## src/rtl/uart_crc_rx_ctrl.sv

```systemverilog
// uart_crc_rx_ctrl: captures a UART frame (byte + CRC-16), recomputes
// CRC-16-CCITT bit-serially, pushes good bytes into a small output FIFO,
// counts bad/overflowed frames and re-arms the receiver via rx_clear.
module uart_crc_rx_ctrl #(
  parameter logic [15:0] CRC_INIT   = 16'hFFFF,
  parameter logic [15:0] CRC_POLY   = 16'h1021,
  parameter int          FIFO_DEPTH = 4
) (
  input  logic        clk,
  input  logic        reset,
  input  logic        enable,
  input  logic        rx_ready,
  input  logic [7:0]  rx_data,
  input  logic [15:0] rx_crc,
  output logic        rx_clear,
  output logic [7:0]  m_data,
  output logic        m_valid,
  input  logic        m_ready,
  output logic        frame_ok,
  output logic        frame_err,
  output logic        overflow,
  output logic [15:0] good_cnt,
  output logic [15:0] err_cnt,
  output logic [7:0]  ovf_cnt,
  output logic        busy
);

  localparam int AW = (FIFO_DEPTH > 1) ? $clog2(FIFO_DEPTH) : 1;
  localparam int CW = AW + 1;

  typedef enum logic [1:0] {IDLE, CALC, CHECK, CLEAR} state_t;

  // One MSB-first CRC-16 step with no reflection.
  function automatic logic [15:0] crc_step(input logic [15:0] crc, input logic bit_in);
    logic fb;
    fb = crc[15] ^ bit_in;
    return {crc[14:0], 1'b0} ^ (fb ? CRC_POLY : 16'h0000);
  endfunction

  state_t         state_r, state_nx;
  logic [7:0]     dreg_r;
  logic [15:0]    creg_r;
  logic [15:0]    crc_r;
  logic [2:0]     idx_r;
  logic [7:0]     mem_r [FIFO_DEPTH];
  logic [AW-1:0]  wr_ptr_r, rd_ptr_r;
  logic [CW-1:0]  count_r;
  logic [15:0]    good_cnt_r, err_cnt_r;
  logic [7:0]     ovf_cnt_r;
  logic           frame_ok_r, frame_err_r, overflow_r;

  logic           load_s, push_s, pop_s, can_accept_s;
  logic           ok_s, err_s, ovf_s;

  assign pop_s        = m_valid && m_ready;
  assign can_accept_s = (count_r < CW'(FIFO_DEPTH)) || pop_s;

  // Next-state and per-state control decode.
  always_comb begin
    state_nx = state_r;
    load_s   = 1'b0;
    push_s   = 1'b0;
    ok_s     = 1'b0;
    err_s    = 1'b0;
    ovf_s    = 1'b0;
    case (state_r)
      IDLE: begin
        if (rx_ready && enable) begin
          state_nx = CALC;
          load_s   = 1'b1;
        end else begin
          state_nx = IDLE;
        end
      end
      CALC: begin
        if (idx_r == 3'd0) begin
          state_nx = CHECK;
        end else begin
          state_nx = CALC;
        end
      end
      CHECK: begin
        state_nx = CLEAR;
        if (crc_r == creg_r) begin
          if (can_accept_s) begin
            push_s = 1'b1;
            ok_s   = 1'b1;
          end else begin
            ovf_s  = 1'b1;
          end
        end else begin
          err_s = 1'b1;
        end
      end
      CLEAR: begin
        if (!rx_ready) begin
          state_nx = IDLE;
        end else begin
          state_nx = CLEAR;
        end
      end
      default: state_nx = IDLE;
    endcase
  end

  // State register.
  always_ff @(posedge clk) begin
    if (!reset) begin
      state_r <= IDLE;
    end else begin
      state_r <= state_nx;
    end
  end

  // Frame capture and bit-serial CRC recomputation.
  always_ff @(posedge clk) begin
    if (!reset) begin
      dreg_r <= 8'd0;
      creg_r <= 16'd0;
      crc_r  <= 16'd0;
      idx_r  <= 3'd0;
    end else if (load_s) begin
      dreg_r <= rx_data;
      creg_r <= rx_crc;
      crc_r  <= CRC_INIT;
      idx_r  <= 3'd7;
    end else if (state_r == CALC) begin
      crc_r  <= crc_step(crc_r, dreg_r[idx_r]);
      idx_r  <= idx_r - 3'd1;
    end
  end

  // Output FIFO storage, pointers and occupancy.
  always_ff @(posedge clk) begin
    if (!reset) begin
      for (int i = 0; i < FIFO_DEPTH; i++) begin
        mem_r[i] <= 8'd0;
      end
      wr_ptr_r <= '0;
      rd_ptr_r <= '0;
      count_r  <= '0;
    end else begin
      if (push_s) begin
        mem_r[wr_ptr_r] <= dreg_r;
        wr_ptr_r        <= wr_ptr_r + AW'(1);
      end
      if (pop_s) begin
        rd_ptr_r <= rd_ptr_r + AW'(1);
      end
      case ({push_s, pop_s})
        2'b10:   count_r <= count_r + CW'(1);
        2'b01:   count_r <= count_r - CW'(1);
        default: count_r <= count_r;
      endcase
    end
  end

  // Registered one-cycle status pulses and saturating counters.
  always_ff @(posedge clk) begin
    if (!reset) begin
      frame_ok_r  <= 1'b0;
      frame_err_r <= 1'b0;
      overflow_r  <= 1'b0;
      good_cnt_r  <= 16'd0;
      err_cnt_r   <= 16'd0;
      ovf_cnt_r   <= 8'd0;
    end else begin
      frame_ok_r  <= ok_s;
      frame_err_r <= err_s;
      overflow_r  <= ovf_s;
      if (ok_s && (good_cnt_r != 16'hFFFF)) begin
        good_cnt_r <= good_cnt_r + 16'd1;
      end
      if (err_s && (err_cnt_r != 16'hFFFF)) begin
        err_cnt_r <= err_cnt_r + 16'd1;
      end
      if (ovf_s && (ovf_cnt_r != 8'hFF)) begin
        ovf_cnt_r <= ovf_cnt_r + 8'd1;
      end
    end
  end

  assign rx_clear  = (state_r == CLEAR);
  assign busy      = (state_r != IDLE);
  assign m_valid   = (count_r != '0);
  assign m_data    = mem_r[rd_ptr_r];
  assign frame_ok  = frame_ok_r;
  assign frame_err = frame_err_r;
  assign overflow  = overflow_r;
  assign good_cnt  = good_cnt_r;
  assign err_cnt   = err_cnt_r;
  assign ovf_cnt   = ovf_cnt_r;

endmodule

```

## config.mk

```make
export PLATFORM = sky130hd
export DESIGN_NAME = uart_crc_rx_ctrl
export DESIGN_NICKNAME = d
export VERILOG_FILES = /design/src/rtl/uart_crc_rx_ctrl.sv
export SDC_FILE = /design/constraint.sdc
export NUM_CORES = 1
export LEC_CHECK = 0
export BUFFER_PORTS_ARGS = -buffer_cell sky130_fd_sc_hd__buf_2
export CAP_MARGIN = 20
export CELL_PAD_IN_SITES_DETAIL_PLACEMENT = 0
export CELL_PAD_IN_SITES_GLOBAL_PLACEMENT = 2
export CORE_ASPECT_RATIO = 0.8
export CORE_MARGIN = 2
export CORE_UTILIZATION = 25
export CTS_CLUSTER_SIZE = 12
export DETAILED_ROUTE_END_ITERATION = 10
export PLACE_DENSITY_LB_ADDON = 0.1
export REMOVE_ABC_BUFFERS = 1
export SYNTH_ARGS = -nofsm -noshare
export SYNTH_HDL_FRONTEND = slang
export SYNTH_SLANG_ARGS = --single-unit
```

## constraint.sdc

```tcl
create_clock -name clk -period 2.5 [get_ports clk]
set_clock_uncertainty 0.2 [all_clocks]
set_input_delay 0.375 -clock clk [delete_from_list [all_inputs] [get_ports clk]]
set_output_delay 0.375 -clock clk [all_outputs]
set_load 0.005 [all_outputs]
```

Word-level counts from Yosys, hierarchy flattened
Memories as Yosys holds them, arrays and structs flattened. A register that Yosys moved wholly into a read port is not among the register bits. Index checks and enable logic that the tools add are counted.

Bits of input ports: 29. Flip-flop bits (word level): 95. Memories: 1. Memory bits (writable): 32. Output and inout bits: 54. Logic and storage cells: 80.

Add/sub/neg operators: 8. Eq/ne operators: 9. $lt $le $gt $ge: 2. Bitwise gates (word level): 2. Muxes and demuxes: 31. Reduce and logical (&&, ||, !) cells: 13.

Memories: mem_r (depth 4, width 8, rd ports 1, clocked after memory_dff 1, write ports 4, RTL line 45) `logic [7:0] mem_r [FIFO_DEPTH];`.

Operator list (number): $add A16 B1 Y16 const B (2); $mux W16 (2); $ne A16 B16 Y1 const B (2); $mux W1 (17); $eq A16 B16 Y1 (1); $xor A16 B13 Y16 (1); $mux W13 (1); $mux W2 (5); $add A8 B1 Y8 const B (1); $mux W8 (1); $ne A8 B8 Y1 const B (1); $pmux W2 S4 (1); $reduce_or A8 Y1 (1); $eq A2 B2 Y1 const B (3); $mux W3 (2); $pmux W3 S2 (1); $reduce_bool A2 Y1 (3); $sub A3 B1 Y3 const B (2); $logic_and A1 B1 Y1 (5); $add A2 B1 Y2 const B (2); $eq A2 B1 Y1 const B (2); $lt A3 B4 Y1 const B (1); $add A3 B1 Y3 const B (1); $bmux W1 S3 (1); 6 further kinds (6).

Longest topological paths before layout
Gate-level depths: netlist of run 1.

Depth in word-level cells: 11. Gate-level depth with buffers: 11. Mapped depth without buffers: 10.

Worst setup path before layout of run 1
Ideal clock, no wire load.

Path type: register to register. From: register crc_r[4]. To: memory mem_r[0][0], enable pin. Arrival: 2.136 ns. Path buffers: 1. Stages on the path, launching flop included: 7. Setup slack: -0.223 ns. Required time: 1.913 ns. Clock period less this slack: 2.723 ns. Library setup time: 0.387 ns. Cells stage by stage: dfxtp_1 xor2_1 nor4_1 and4_1 buf_2 nand3_1 o31ai_1.

RTL lines: from (decl) (RTL line 43) `logic [15:0] crc_r;`; from (signal assigned) (RTL line 128) `crc_r <= crc_step(crc_r, dreg_r[idx_r]);`; to (decl) (RTL line 45).

Worst setup path after layout of run 1
From: register crc_r[1]. To: register count_r[2].

Word-level cells in the longest chain between the ends: 5. Elaborated cells between the ends (all ways): 7. Those cells by class: 3 x eq/ne; 3 x mux; 1 x reduce/logical.

Ends and longest elaborated chain: $eq A16 B16 Y1 (*) (RTL line 84) `if (crc_r == creg_r) begin`; $mux W1 (*) (RTL line 84); $mux W1 (*) (RTL line 66) `case (state_r)`; $eq A2 B1 Y1 or $eq A2 B2 Y1 (tied branches) (RTL line 150) `case ({push_s, pop_s})`; $pmux W3 S2 or $reduce_bool A2 Y1 (tied branches); to (signal assigned) (RTL line 151) `2'b10: count_r <= count_r + CW'(1);`; to (signal assigned) (RTL line 152) `2'b01: count_r <= count_r - CW'(1);`; to (signal assigned) (RTL line 153) `default: count_r <= count_r;`; to (decl) (RTL line 47) `logic [CW-1:0] count_r;`.

Mark *: on every way between the ends. The rest lies on a longest branch, timed or not. A chain may end at the register's enable or synchronous reset.

==> results of run 1 <==
through the flow:
step	cell area, µm²	setup TNS, ns	setup WS [ns]	instances
after floorplan	5790	-55.78	-1.07	595
after global placement	6990	-0.363	-0.120	1034
after detailed placement	6990	-0.402	-0.132	1034
after CTS	7750	-0.0259	-0.0259	1080
after global routing	7800	-0.185	-0.0959	1080
final	7800	0	0.00722	1080
cell families after synthesis:
kind of cell | count (synthesis)
AO/OA/AOI/OAI | 125
flip-flops | 129
adder cells (fa/ha/maj) | 7
AND/OR/NAND/NOR | 269
XOR/XNOR | 24
buffers and inverters | 53
multiplexers | 27
worst register-to-register path, cell delays in order (launching register included):
cell     delay, ns
dfxtp_2       0.34
xor2_1        0.14
nor4_1        0.32
buf_4         0.17
and4_4        0.25
nand3_4       0.09
ha_4          0.19
inv_2         0.05
fa_2          0.18
xor2_1        0.07
or3_1         0.31
a21oi_1       0.12
cell type report:
type / instances / share of cell area (%)
inverters: 14 / 0.674
clock inverters: 15 / 2.25
multi-input cells: 452 / 37.3
flip-flops and latches: 129 / 37.3
clock buffers: 17 / 5.46
well taps: 312 / 5.01
repair buffers: 141 / 12.0
metal layers:
metal	GRT usage [%]	part of all wire, %	vias up
met1	18.9	51	2402
li1	-	-	2545
met5	0	0	-
met2	21.7	45	86
met4	4.61	1.3	0
met3	3.16	3.3	22
Yosys cell counts (all sizes together) (2+ instances only):
library cell	instances
a31oi	2
nand2b	19
o41ai	2
xor2	20
or2	5
edfxtp	32
nor4	17
o31ai	21
nand3b	2
or3	8
nand4	13
mux2i	17
nor4b	2
clkbuf	33
buf	6
dfxtp	97
xnor2	4
and2	10
and3	27
nor3	9
inv	14
and4	4
o21ai	28
nor2	30
a21oi	68
nand2	82
nor2b	4
nand3	16
or4	20
ha	6
mux4	10
sequential cells by signal, summed over array words and instances, names as in the netlist, named ones only:
register	count
ovf_cnt	8
idx_r	3
err_cnt	16
good_cnt	16
frame_err	1
wr_ptr_r	2
rd_ptr_r	2
creg_r	16
frame_ok	1
overflow	1
crc_r	16
count_r	3
state_r	2
mem_r	32
dreg_r	8
cell usage in the layout (no fill, tap or decap), drive strengths merged, types with 21 or more instances in the layout:
master | Yosys | final
a21oi | 68 | 68
and3 | 27 | 27
buf | 6 | 127
dfxtp | 97 | 97
edfxtp | 32 | 32
nand2 | 82 | 82
nor2 | 30 | 30
o21ai | 28 | 28
o31ai | 21 | 21
power by group:
group	switching [mW]	internal, mW
clock network	1.04	1.50
registers	0.0746	2.24
logic	0.321	0.272
total	1.44	4.01
repair_timing:
action                                  in CTS  in global routing
setup buffers                                0                  0
pin swaps                                    5                  7
endpoints found under the hold margin       14                  0
endpoints found under the setup margin      10                 19
gates resized for setup                      8                 10
hold buffers                                14                  0
final timing paths:
| check | to | from |
|---|---|---|
| worst max-delay path | count_r[2]$_SDFFE_PN0P_ | crc_r[1]$_SDFFE_PN0P_ |
| worst min register to register | creg_r[1]$_SDFFE_PN0P_ | creg_r[1]$_SDFFE_PN0P_ |
| worst min-delay path | creg_r[10]$_SDFFE_PN0P_ | rx_crc[10] |
| worst max register to register | count_r[2]$_SDFFE_PN0P_ | crc_r[1]$_SDFFE_PN0P_ |
==> results_dict.tcl, run 1 <==
set metrics [dict create \
    antenna_found_initial 0 \
    syn2layout_area_growth_pct 31.3 \
    clock_path_buffers 2 \
    synthXorXnorAreaFrac_pct 3.54 \
    synth_warnings 0 \
    grt_overflow 0 \
    initial_core_util_pct 25.4 \
    crit_path_top_delay_cell "dfxtp_2" \
    p_per_area_nw_per_um2 698 \
    synth_area_per_cell_um2 9.37 \
    routed_wl_mm 16.6 \
    r2r_setup_slack_ns 0.007 \
    vdd_ir_drop_max_v 0.000465 \
    arrival_ns 2.64 \
    leakagePower_nw 3.01 \
    synth_fa_ha_area_share_pct 1.60 \
    ff2ff_path_depth 11 \
    ys_ff_latch 129 \
    multi_input_area_um2 2910 \
    dieArea_um2 25000 \
    dpl.hpwl_mm 11.3 \
    via_per_inst 4.68 \
    ys_seq_area_share_pct 48.9 \
    drt_iter0_markers 220 \
    cp_num_buf_inv 2 \
    synth_cell_types 42 \
    holdWs_ns 0.0132 \
    vias 5055 \
    cts_tree "built" \
    cp_num_cells 11 \
    path_class "register to register" \
    relSlewSlack_pct 52.5 \
    gp_congestion 0.707 \
    rsz0062_at_grt "yes" \
    synth_top_area_cell "dfxtp_1" \
    async_reset_ff_share_pct 0 \
    hp-class "input pin to register" \
    whs_path_depth 3 \
    crit_path_max_fanout 3 \
    post_drt_wl_per_cell_um 15.4 \
    die_y_um 142 \
    synth-simple-area-share_pct 24.0 \
    synth_ff_type "dfxtp_1" \
    yosys-top-cells-area "dfxtp_1 (33%), edfxtp_1 (16%), a21oi_1 (5.7%)" \
    register_area_um2 2910 \
    cts.sinks 129 \
    std_cell_rows 50 \
    root_buffer "clkbuf_16" \
    grt_pass1_wl_mm 27.1 \
    synth.mux.area_fraction_pct 6.66 \
    setup_violations 0 \
    hold_viol 0 \
    clkTransAtPathRegs_ns 0.06 \
    synth_top_family_by_area "simple AND/OR/NAND/NOR gates" \
    grt_max_degree 63 \
    synth_edf_count 32 \
    start_kind "register" \
    drive_above_1_share_pct 25.1 \
    power_mw 5.45 \
    period_share_pct 99.7 \
    ant_nets 0 \
    core_area_um2 23300 \
    worst_ep_required_time_ns 2.65 \
    worstMarginPinSlew_ns 0.705 \
    grt_pass1_vias 5029 \
    path_cells "xor2_1 -> nor4_1 -> buf_4 -> and4_4 -> nand3_4 -> ha_4 -> inv_2 -> fa_2 -> xor2_1 -> or3_1 -> a21oi_1" \
    finalCriticalPeriod_ns 2.49 \
    io_pins 83 \
    cpPeakStageDelay_ns 0.34 \
    fp.dieW_um 176 \
    mappedNetlistArea_um2 5940 \
    clk_latency_ns 0.42 \
    critical_path.top_delay_family "simple AND/OR/NAND/NOR gates" \
    h-tree-depth 4 \
    port_buffers 82 \
    cts_made_buffers 17 \
    n_antenna_cell 0 \
    drt_pre_antenna_iters 4 \
    nets 791 \
    yosysTopAreaCellShare_pct 32.7 \
    critical_path.most_common_cell "xor2_1" \
    cap_violations 0 \
    slew_viol_final 0 \
    synth-compound-area-share_pct 11.9 \
    track_usage_pct 13.9 \
    drc 0 \
    fmax_mhz 401 \
    fill_cells 2428 \
    outcome "finished, final reports clean" \
    syn_inst 634 \
    cp-end-kind "register" \
    final_core_util_pct 33.4 \
]
Power figures use the tool's default switching activity.
==> inputs of run 2 (changes only) <==
PLACE_DENSITY = 0.73   (was not set)
PLACE_DENSITY_LB_ADDON = not set   (was 0.1)
==> results_dict.tcl, run 2 (synthesis gave the netlist of run 1 again) <==
set metrics [dict create \
    worst_ep_required_time_ns 2.65 \
    n_antenna_cell 0 \
    vdd_ir_drop_max_v 0.000462 \
    postPlaceCellArea_um2 6910 \
    cap_violations 0 \
    clk_latency_ns 0.42 \
    clkTransAtPathRegs_ns 0.06 \
    grt_pass1_vias 4614 \
    path_cells "xor2_1 -> nor4_1 -> buf_4 -> and4_4 -> nand3_4 -> ha_4 -> inv_2 -> fa_2 -> xor2_1 -> or3_1 -> a21oi_1" \
    r2r_setup_slack_ns 0.03 \
    grt_pass1_wl_mm 25.7 \
    p_per_area_nw_per_um2 700 \
    cts_made_buffers 17 \
    path_class "register to register" \
    core_area_um2 23300 \
    drive_above_1_share_pct 23.5 \
    via_per_inst 4.65 \
    dpl.hpwl_mm 10.7 \
    drt_iter0_markers 268 \
    cts.sinks 129 \
    p_sw_share_pct 24.4 \
    setup_violations 0 \
    regMostFlops "mem_r" \
    rr_endpoint "count_r[2]$_SDFFE_PN0P_" \
    routed_wl_mm 15.9 \
    initial_core_util_pct 25.4 \
    grt_overflow 0 \
    rr_startpoint "creg_r[2]$_SDFFE_PN0P_" \
    die_y_um 142 \
    largest_reg_flops 32 \
    worstMarginPinSlew_ns 0.729 \
    critical_path.top_delay_family "simple AND/OR/NAND/NOR gates" \
    rsz0062_at_grt "yes" \
    nets 781 \
    root_buffer "clkbuf_16" \
    pwr-share-seq_pct 42.9 \
    port_buffers 82 \
    leakagePower_nw 2.96 \
    grt_max_degree 63 \
    clock_path_buffers 2 \
    gp_congestion 0.715 \
    endpoint "count_r[2]$_SDFFE_PN0P_" \
    drc 0 \
    io_pins 83 \
    ff2ff_path_depth 11 \
    pwr-share-clk_pct 47.0 \
    outcome "finished, final reports clean" \
    antenna_found_initial 0 \
    fmax_mhz 405 \
    hold_viol 0 \
    crit_start "creg_r[2]$_SDFFE_PN0P_" \
    cp_num_cells 11 \
    track_usage_pct 13.3 \
    start_kind "register" \
    drt_pre_antenna_iters 4 \
    stdcell_area_um2 7710 \
    cts_tree "built" \
    finalCriticalPeriod_ns 2.47 \
    arrival_ns 2.62 \
    relSlewSlack_pct 50.9 \
    fill_cells 2408 \
    fp.dieW_um 176 \
    power_frac_comb_pct 10.1 \
    cp-end-kind "register" \
    cpPeakStageDelay_ns 0.31 \
    vias 4971 \
    slew_viol_final 0 \
    dieArea_um2 25000 \
    post_drt_wl_per_cell_um 14.9 \
    cp_num_buf_inv 2 \
    ant_nets 0 \
    crit_path_max_fanout 2 \
    h-tree-depth 4 \
    std_cell_rows 50 \
    holdWs_ns 0.0167 \
    critical_path.most_common_cell "xor2_1" \
    crit_path_top_delay_cell "dfxtp_1" \
    intPower_mw 4.07 \
    hp-class "input pin to register" \
    final_cell_mix "dfxtp_1 (94), nand2_1 (82), buf_2 (82), a21oi_1 (68)" \
    period_share_pct 98.8 \
    final_common_cell "dfxtp_1" \
    p_sw_mw 1.32 \
    syn2layout_area_growth_pct 29.8 \
]
==> run 2: layer usage <==
layer | vias up | track usage (%) | wire, µm
met5 | - | 0 | 0
li1 | 2525 | - | -
met4 | 0 | 4.31 | 166
met2 | 80 | 19.5 | 7060
met3 | 15 | 3.46 | 536
met1 | 2351 | 19.0 | 8140
==> run 2: worst min path at each step <==
stage | startpoint | endpoint | slack [ns] | depth (start not counted)
6_report | rx_data[4] | dreg_r[4]$_SDFFE_PN0P_ | 0.02 | 3
5_1_grt | rx_data[4] | dreg_r[4]$_SDFFE_PN0P_ | 0.02 | 3
4_1_cts | rx_data[4] | dreg_r[4]$_SDFFE_PN0P_ | 0.00007 | 3
3_5_place_dp | creg_r[8]$_SDFFE_PN0P_ | creg_r[8]$_SDFFE_PN0P_ | 0.26 | 2
3_3_place_gp | creg_r[12]$_SDFFE_PN0P_ | creg_r[12]$_SDFFE_PN0P_ | 0.26 | 2
2_1_floorplan | creg_r[0]$_SDFFE_PN0P_ | creg_r[0]$_SDFFE_PN0P_ | 0.25 | 2
==> run 2: through the flow <==
| step | TNS [ns] | util, % | setup WS (ns) | instances | power, mW |
|---|---|---|---|---|---|
| after detailed placement | -0.0595 | 29.6 | -0.0595 | 1023 | 2.86 |
| after global routing | -0.135 | 33.0 | -0.0745 | 1070 | 5.63 |
| after global placement | 0 | 29.6 | 0.0437 | 1023 | 2.86 |
| final | 0 | 33.0 | 0.0310 | 1070 | 5.39 |
| after CTS | 0 | 32.8 | 0.00757 | 1068 | 5.44 |
| after floorplan | -55.78 | - | -1.07 | 595 | 2.64 |
==> run 2: power groups by stage <==
stage | logic, mW | clock network, mW | registers (mW)
after floorplan | 0.294 | 0 | 2.34
after global placement | 0.508 | 0 | 2.35
after detailed placement | 0.502 | 0 | 2.36
after CTS | 0.528 | 2.59 | 2.31
after global routing | 0.618 | 2.69 | 2.33
final | 0.547 | 2.53 | 2.31
==> run 2: what timing repair did <==
action | CTS | global route
pin swaps | 2 | 6
setup endpoints to repair | 1 | 10
resized for setup | 5 | 8
buffers inserted | 0 | 2
hold buffers | 13 | 0
endpoints found under the hold margin | 13 | 0
==> run 2: worst register-to-register path: cells and delay by family (launching register included) <==
kind | cells | cell delay, ns
buffers and inverters | 2 | 0.22
AND/OR/NAND/NOR | 4 | 0.93
AO/OA/AOI/OAI | 1 | 0.12
adder cells (fa/ha/maj) | 2 | 0.38
XOR/XNOR | 2 | 0.23
flip-flops | 1 | 0.31
==> run 2: area by class of cell <==
type                    instances  area [µm²]  share of cell area [%]
well taps                     312         390                    5.06
clock inverters                 9         103                    1.33
inverters                      14        52.6                   0.682
repair buffers                131         861                    11.2
flip-flops and latches        129        2910                    37.7
multi-input cells             452        2900                    37.6
clock buffers                  23         499                    6.48
==> inputs of run 3 (changes only) <==
ABC_AREA = 0   (was not set)
CORE_UTILIZATION = 32   (was 25)
PLACE_DENSITY = 0.87   (was 0.73)
==> results_dict.tcl, run 3 (synthesis gave the netlist of run 1 again) <==
set metrics [dict create \
    clock_path_buffers 2 \
    instances_no_fill 979 \
    relSlewSlack_pct 51.5 \
    fin_setup_tns_ns 0 \
    nets 772 \
    dieArea_um2 19700 \
    n_antenna_cell 0 \
    clkTransAtPathRegs_ns 0.06 \
    setup_violations 0 \
    grt_overflow 0 \
    whs_path_depth 3 \
    via_per_inst 5.22 \
    worstMarginPinSlew_ns 0.719 \
    fmax_mhz 404 \
    p_per_area_nw_per_um2 743 \
    grt_max_degree 63 \
    final_common_cell "dfxtp_1" \
    start_kind "register" \
    std_cell_rows 44 \
    slew_viol_final 0 \
    finalCriticalPeriod_ns 2.47 \
    path_class "register to register" \
    dp.cells 936 \
    outcome "finished, final reports clean" \
    drt_iter0_markers 363 \
    arrival_ns 2.61 \
    io_pins 83 \
    syn2layout_area_growth_pct 28.1 \
    core_area_um2 18200 \
    cts_tree "built" \
    track_usage_pct 16.0 \
    hold_viol 0 \
    drc 0 \
    initial_core_util_pct 32.7 \
    drive_above_1_share_pct 24.7 \
    largest_reg_flops 32 \
    dpl.hpwl_mm 10.2 \
    port_buffers 82 \
    drt_pre_antenna_iters 5 \
    leakagePower_nw 2.95 \
    crit_path_max_fanout 2 \
    vdd_ir_drop_max_v 0.000465 \
    hp-class "input pin to register" \
    grt_pass1_wl_mm 24.8 \
    antenna_found_initial 0 \
    vias 5115 \
    final_cell_mix "dfxtp_1 (90), buf_2 (82), nand2_1 (81), a21oi_1 (68), edfxtp_1 (32)" \
    grt_pass1_vias 4925 \
    rsz0062_at_grt "yes" \
    cp-end-kind "register" \
    routed_wl_mm 15.3 \
    h-tree-depth 4 \
    root_buffer "clkbuf_16" \
    cts_made_buffers 17 \
    ff2ff_path_depth 11 \
    holdWs_ns 0.0212 \
    die_y_um 126 \
    gp_congestion 0.770 \
    cts.sinks 129 \
    power_mw 5.65 \
    fp.dieW_um 156 \
    period_share_pct 98.9 \
    clk_latency_ns 0.41 \
    post_drt_wl_per_cell_um 15.6 \
    regMostFlops "mem_r" \
    worst_ep_required_time_ns 2.64 \
    ant_nets 0 \
    cap_violations 0 \
]
run 3: cell types whose count changed in the layout (fill, tap and decap cells not counted), sizes merged:
cell	change
buf	-4
bufinv	+4
clkbuf	-5
clkinv	+2
dlygate4sd3	-6
run 3: worst max-delay path, stage by stage (launching register included):
cell and delay, ns:
dfxtp_2 0.32, xor2_1 0.16, nor4_2 0.28, buf_4 0.15, and4_4 0.24, nand3_4 0.09, ha_4 0.19, inv_2 0.05
fa_2 0.19, xor2_1 0.07, or3_1 0.33, a21oi_1 0.14
run 3: timing repair:
action / CTS / global route
pin swaps: 4 / 6
hold buffers: 7 / 0
endpoints found under the setup margin: 2 / 25
endpoints found under the hold margin: 7 / 0
setup buffers: 0 / 3
cloned: 0 / 1
resized for setup: 12 / 10
run 3: final timing paths:
| check | slack, ns | startpoint | endpoint |
|---|---|---|---|
| worst max-delay path | 0.03 | crc_r[0]$_SDFFE_PN0P_ | count_r[2]$_SDFFE_PN0P_ |
| worst max register to register | 0.03 | crc_r[0]$_SDFFE_PN0P_ | count_r[2]$_SDFFE_PN0P_ |
| worst min-delay path | 0.02 | rx_data[6] | dreg_r[6]$_SDFFE_PN0P_ |
| worst min register to register | 0.27 | creg_r[14]$_SDFFE_PN0P_ | creg_r[14]$_SDFFE_PN0P_ |
run 3: final cells by class:
cell class	count	area, µm²
timing repair buffer	122	771
tap	230	288
sequential	129	2910
clock buffer	17	425
clock inverter	15	240
multi-input combinational	452	2920
fill	1766	10600
inverter	14	52.6
run 3: report_power, final:
part	internal (mW)	leakage [nW]	switching, mW
Clock	1.86	0.319	0.922
Sequential	2.24	1.12	0.0825
Combinational	0.235	1.51	0.312
run 3: per-stage QoR:
stage	area (µm²)	util [%]	worst slack, ns
6_report	7610	41.9	0.0273
2_1_floorplan	5790	-	-1.07
3_3_place_gp	6740	37.1	0.00569
3_5_place_dp	6740	37.1	-0.112
5_1_grt	7610	41.9	-0.112
4_1_cts	7530	41.4	-0.0000260
run 3: metal layers:
metal	global-route usage (%)	up-vias	part of all wire [%]	routed length, µm
li1	-	2512	-	-
met1	21.3	2469	47	7200
met2	25.2	120	47	7180
met3	4.03	14	4.4	676
met4	5.94	0	1.5	223
met5	0	-	0	0
